==> src/rtl/button_debounce_if.sv <==
// Pin-level bundle for button_debounce: raw button in, debounced level and event pulses out.
// "release" is a reserved word in SystemVerilog, so that pulse is carried as release_pulse.
interface button_debounce_if;
  logic btn;
  logic level;
  logic press;
  logic release_pulse;
  logic long_press;

  modport master (
    output btn,
    input  level,
    input  press,
    input  release_pulse,
    input  long_press
  );

  modport slave (
    input  btn,
    output level,
    output press,
    output release_pulse,
    output long_press
  );
endinterface

==> src/rtl/button_debounce.sv <==
// Pushbutton debouncer: 2-flop synchronizer, four-state debounce FSM, press/release pulses.
// Optional long-press detector enabled by defining BUTTON_DEBOUNCE_LONG_PRESS_EN.
module button_debounce #(
  parameter int clk_freq_hz = 100_000_000,
  parameter int debounce_ms = 10,
  parameter int long_ms     = 1000
) (
  input  logic             clk,
  input  logic             rst_n,
  button_debounce_if.slave bus
);

  localparam int DB_RAW      = (clk_freq_hz / 1000) * debounce_ms;
  localparam int DB_CYCLES   = (DB_RAW < 1) ? 1 : DB_RAW;
  localparam int LONG_RAW    = (clk_freq_hz / 1000) * long_ms;
  localparam int LONG_CYCLES = (LONG_RAW < 1) ? 1 : LONG_RAW;
  localparam int MAX_CYCLES  = (DB_CYCLES > LONG_CYCLES) ? DB_CYCLES : LONG_CYCLES;
  localparam int CW          = $clog2(MAX_CYCLES) + 1;

  localparam logic [CW-1:0] DB_LAST = CW'(DB_CYCLES - 1);
  localparam logic [CW-1:0] CNT_MAX = '1;

  typedef enum logic [1:0] {
    RELEASED,
    PRESS_PEND,
    PRESSED,
    RELEASE_PEND
  } state_t;

  logic [1:0]    sync_reg;
  logic          btn_s;
  state_t        state_reg, state_next;
  logic [CW-1:0] cnt_reg, cnt_next;
  logic          level_reg, press_reg, release_reg;
  logic          level_next;

  always_ff @(posedge clk or negedge rst_n) begin
    if (!rst_n) begin
      sync_reg <= 2'b00;
    end else begin
      sync_reg <= {sync_reg[0], bus.btn};
    end
  end

  assign btn_s = sync_reg[1];

  always_ff @(posedge clk or negedge rst_n) begin
    if (!rst_n) begin
      state_reg   <= RELEASED;
      cnt_reg     <= '0;
      level_reg   <= 1'b0;
      press_reg   <= 1'b0;
      release_reg <= 1'b0;
    end else begin
      state_reg   <= state_next;
      cnt_reg     <= cnt_next;
      level_reg   <= level_next;
      press_reg   <= level_next & ~level_reg;
      release_reg <= ~level_next & level_reg;
    end
  end

  // Every state change clears the stability counter; pending states count agreeing samples.
  always_comb begin
    state_next = state_reg;
    cnt_next   = cnt_reg;
    case (state_reg)
      RELEASED: begin
        if (btn_s) begin
          state_next = PRESS_PEND;
          cnt_next   = '0;
        end
      end
      PRESS_PEND: begin
        if (!btn_s) begin
          state_next = RELEASED;
          cnt_next   = '0;
        end else if (cnt_reg == DB_LAST) begin
          state_next = PRESSED;
          cnt_next   = '0;
        end else if (cnt_reg != CNT_MAX) begin
          cnt_next = cnt_reg + 1'b1;
        end
      end
      PRESSED: begin
        if (!btn_s) begin
          state_next = RELEASE_PEND;
          cnt_next   = '0;
        end
      end
      RELEASE_PEND: begin
        if (btn_s) begin
          state_next = PRESSED;
          cnt_next   = '0;
        end else if (cnt_reg == DB_LAST) begin
          state_next = RELEASED;
          cnt_next   = '0;
        end else if (cnt_reg != CNT_MAX) begin
          cnt_next = cnt_reg + 1'b1;
        end
      end
      default: begin
        state_next = RELEASED;
        cnt_next   = '0;
      end
    endcase
  end

  // Registered from the next state so level tracks PRESSED/RELEASE_PEND without an extra cycle.
  assign level_next = (state_next == PRESSED) || (state_next == RELEASE_PEND);

  assign bus.level         = level_reg;
  assign bus.press         = press_reg;
  assign bus.release_pulse = release_reg;

`ifdef BUTTON_DEBOUNCE_LONG_PRESS_EN
  localparam logic [CW-1:0] LONG_LAST = CW'(LONG_CYCLES - 1);
  localparam logic [CW-1:0] LONG_SAT  = CW'(LONG_CYCLES);

  logic [CW-1:0] hold_reg, hold_next;
  logic          long_reg, long_next;

  // Hold count parks at LONG_CYCLES after firing, so a bounce back into PRESSED cannot re-fire.
  always_comb begin
    hold_next = hold_reg;
    long_next = 1'b0;
    if ((state_reg == PRESS_PEND) && (state_next == PRESSED)) begin
      hold_next = '0;
    end else if (state_reg == PRESSED) begin
      if (hold_reg == LONG_LAST) begin
        long_next = 1'b1;
      end
      if (hold_reg != LONG_SAT) begin
        hold_next = hold_reg + 1'b1;
      end
    end
  end

  always_ff @(posedge clk or negedge rst_n) begin
    if (!rst_n) begin
      hold_reg <= '0;
      long_reg <= 1'b0;
    end else begin
      hold_reg <= hold_next;
      long_reg <= long_next;
    end
  end

  assign bus.long_press = long_reg;
`else
  assign bus.long_press = 1'b0;
`endif

endmodule

==> src/flat_wrapper.sv <==
// flat-port wrapper written by rule: the top's interface ports become plain ports
module button_debounce_flat 
#(
  parameter int clk_freq_hz = 100_000_000,
  parameter int debounce_ms = 10,
  parameter int long_ms     = 1000
)
  (clk, rst_n, bus_btn, bus_level, bus_press, bus_release_pulse, bus_long_press);
  button_debounce_if bus_i ();
  input  logic clk;
  input  logic rst_n;
  input wire logic [$bits(bus_i.btn)-1:0] bus_btn;
  output wire logic [$bits(bus_i.level)-1:0] bus_level;
  output wire logic [$bits(bus_i.press)-1:0] bus_press;
  output wire logic [$bits(bus_i.release_pulse)-1:0] bus_release_pulse;
  output wire logic [$bits(bus_i.long_press)-1:0] bus_long_press;
  assign bus_i.btn = bus_btn;
  assign bus_level = bus_i.level;
  assign bus_press = bus_i.press;
  assign bus_release_pulse = bus_i.release_pulse;
  assign bus_long_press = bus_i.long_press;
  button_debounce #(.clk_freq_hz(clk_freq_hz), .debounce_ms(debounce_ms), .long_ms(long_ms)) u_core (.clk(clk), .rst_n(rst_n), .bus(bus_i));
endmodule
==> config.mk <==
export PLATFORM = sky130hd
export DESIGN_NAME = button_debounce_flat
export DESIGN_NICKNAME = d
export VERILOG_FILES = /design/src/rtl/button_debounce_if.sv /design/src/rtl/button_debounce.sv /design/src/flat_wrapper.sv
export SDC_FILE = /design/constraint.sdc
export NUM_CORES = 1
export LEC_CHECK = 0
export CORE_MARGIN = 4
export CORE_UTILIZATION = 35
export CTS_CLUSTER_SIZE = 28
export DETAILED_ROUTE_END_ITERATION = 10
export PLACE_DENSITY = 0.56
export SYNTH_ARGS = -nofsm -noshare
export SYNTH_HDL_FRONTEND = slang
export SYNTH_SLANG_ARGS = --single-unit
==> constraint.sdc <==
create_clock -name clk -period 2.6 [get_ports clk]
set_input_delay 0.52 -clock clk [delete_from_list [all_inputs] [get_ports clk]]
set_output_delay 0.52 -clock clk [all_outputs]
set_load 0.03 [all_outputs]
==> summary.txt <==
Yosys
  – Multiplexer area fraction after synthesis: 0.00958
  – Mapped Avg Cell Area: 9.01 sq um
  – Ys Warns: 0
  – Post-Synth Simple-Gate Area: 0.274
  – Async set-reset flop share out of synthesis: 1.00
  – Compound-Gate Fraction of Synth Area: 0.210
  – Post-synthesis adder-cell area fraction: 0.00599
  – Xor/xnor share of the synthesized area: 0.0126
  – Synth Instances: around 230
  – Synth Flop Type: dfrtp_1
  – Post-synth EDFFs: 0
  – Sequential-to-total area share from yosys stat: 0.419
  – Mapped cell area: 2090 sq um
  – Net count after synthesis: 236
  – Flops & latches, synth: 35
  – Largest family of logic cells by synthesized area: simple AND/OR/NAND/NOR gates
  – Synth cell types: 51

Timing
  – Final Hold Viols: 0
  – Final setup vio count: 0
  – Final Max Tran Viols: 0
  – Worst Slack Setup Final: 0.309 ns
  – Fin Hold WS: 0.314 ns
  – Fmax achieved: 437 MHz
  – Fin crit share: 0.881
  – Rel. slew slack: 0.453
  – RSZ-0062 raised after global routing: false
  – Worst-Margin Slew: 0.820 ns
  – Fin Setup TNS: 0 ns
  – Skew final: between 0.006 and 0.007 ns
  – Post-layout min period: 2.29 ns

Clock tree
  – Max H-tree Level: 2
  – Clock root cell: clkbuf_8
  – Clock buffer depth: 2
  – Post_cts resized: 0
  – Later-pin clock latency in the skew report: 0.29 ns
  – Cts hold-fix bufs: 0
  – Total CTS buffers: 5
  – TritonCTS clock tree: done
  – Clock slew at reported path FFs: approximately 0.080 ns
  – Clk sink count: 35
  – Postcts setup bufs: 0

Final layout
  – Net count, final: 238
  – Leading cell types in the layout, fill and taps excluded: dfrtp_1, nand3_1, nand2_1
  – Leading cell type in the layout, fill and taps excluded: dfrtp_1
  – Fin util: 0.402
  – Share of layout cells above drive strength 1: 0.106
  – Fillers: 581
  – Post-route cell area: 2270 sq um
  – Number of flip-flops under the largest register name: 28
  – Diodes inserted: 0
  – Area growth from synthesis to layout: 8.62%
  – Cell Count, Final, Fillers Out: just over 300

Floorplanning
  – # rows: 27
  – # IOs: 7
  – Initial core utilization: 0.370
  – Full die area: 7270 sq um
  – DIE WIDTH: 85.3 microns
  – Die Height: ~85 microns
  – Core area: 5640 sq um

Routing
  – Vias/cell: between 5 and 6
  – Antenna Nets Post-Route: 0
  – Total detailed-routing wirelength: about 5000 microns
  – Post-route DRC: 0
  – WL/cell: between 15 and 20 microns
  – Total number of vias: 1804
  – DR pass1 iterations: 4
  – 1st-iter DRT viols: 86

Critical path
  – Worst setup startpoint: u_core.cnt_reg[1]$_DFFE_PN0P_
  – Critical path endpoint category: register
  – Worst setup SP type: register
  – Biggest fanout along the worst timing path: 9
  – Slowest-stage cell, CP: or3_1
  – Critical path cell sequence: ha_1 > nand3_1 > or2_2 > or3_1 > a41oi_1 > a31oi_1
  – Buf+Inv Stages, Crit Path: 0
  – Critical R2R Launch: u_core.cnt_reg[1]$_DFFE_PN0P_
  – Worst endpoint required time: between 2 and 3 ns
  – Crit. path cell count: 6
  – Crit path capture: u_core.cnt_reg[15]$_DFFE_PN0P_
  – Worst R2R Setup Slack: around 0.31 ns
  – Crit path max-delay family: simple AND/OR/NAND/NOR gates
  – R2R cell count: 6
  – CP arrival: 2.45 ns
  – CP max stage delay: ~0.56 ns
  – Reg2reg end: u_core.cnt_reg[15]$_DFFE_PN0P_
  – CP Class: reg -> reg

Placement
  – Place WS: 0.329 ns
  – Placed cell area: about 2200 sq um
  – DP Cell Count: 299
  – Final Wtd Congestion: 0.841
  – Port bufs: 5
  – Post-detail-place hpwl: 3420 microns

Power and ir drop
  – Peak VDD IR: 0.276 mV
  – Total power: around 1.2 mW
  – Cell Pwr Density: about 520 nW/um^2
  – LEAKAGE: 0.899 nW

GRT
  – Tot GR Track Use: 0.147
  – Global route total overflow: 0
  – Initial antenna violation count: 0
  – Largest net degree at the start of global routing: 36
  – First-pass GRT wire length: 8480 microns
  – Number of global-route vias before repair: 1701

Flow run
  – Max_cap viols: 0

Min path
  – Type of the most critical hold path: in -> async

Outcome
  – Status: completed
-- worst min path at each step --
| stage | cells after the start | slack (ns) | to |
|---|---|---|---|
| floorplan | 0 | 0.22 | u_core.bus.level$_DFF_PN0_ |
| global placement | 0 | 0.33 | u_core.sync_reg[1]$_DFF_PN0_ |
| detailed placement | 0 | 0.34 | u_core.sync_reg[1]$_DFF_PN0_ |
| CTS | 1 | 0.35 | u_core.cnt_reg[18]$_DFFE_PN0P_ |
| global route | 0 | 0.36 | u_core.sync_reg[1]$_DFF_PN0_ |
| finish | 1 | 0.31 | u_core.cnt_reg[18]$_DFFE_PN0P_ |
-- where the power goes --
| group | total (mW) | internal (mW) | switching [mW] |
|---|---|---|---|
| Clock | 0.519 | 0.310 | 0.209 |
| Sequential | 0.579 | 0.560 | 0.0191 |
| Combinational | 0.0758 | 0.0247 | 0.0511 |
-- cells by family after synthesis --
logic type / count (synthesis)
AOI/OAI and AO/OA: 67
other: 1
muxes: 2
and+or+nand+nor: 100
buffers and inverters: 23
xor gates and xnor gates: 3
DFF: 35
adders and majority gates: 1
-- worst register-to-register path, cell delays in order (launching register included) --
cell     delay (ns)
dfrtp_1        0.42
ha_1           0.27
nand3_1        0.16
or2_2          0.39
or3_1          0.56
a41oi_1        0.29
a31oi_1        0.06
-- Yosys cell counts, types with 3 or more instances --
master,instances,area [sq um]
a21o_1,3,22.5
a21oi_1,12,60.1
a31oi_1,16,100
a41oi_1,3,26.3
and2_1,4,25.0
and3_1,3,18.8
and4_1,4,35.0
buf_6,3,33.8
clkbuf_1,6,22.5
dfrtp_1,35,876
inv_1,9,33.8
nand2_1,19,71.3
nand3_1,21,105
nand4_1,8,50.1
nor2_1,9,33.8
nor3_1,5,25.0
nor4_1,7,43.8
o211ai_1,3,22.5
o21ai_0,13,65.1
o31a_1,3,26.3
or2_2,3,18.8
or3_1,3,18.8
or4_1,4,30.0
-- area by class of cell --
type	count	area, sq um	share of cell area
clock buffer	6	82.6	0.0364
inverter	9	33.8	0.0149
sequential	35	876	0.386
clock inverter	2	35.0	0.0154
multi-input combinational	174	1080	0.475
tap	72	90.1	0.0397
timing repair buffer	9	75.1	0.0331
-- per-layer routing --
layer,global-route usage,vias up,part of all wire
met5,0,-,0
met4,0.0475,0,0.013
met3,0.0417,6,0.025
met2,0.222,16,0.46
met1,0.200,888,0.51
li1,-,894,-
Note: power is estimated with default switching activity, not from simulation.
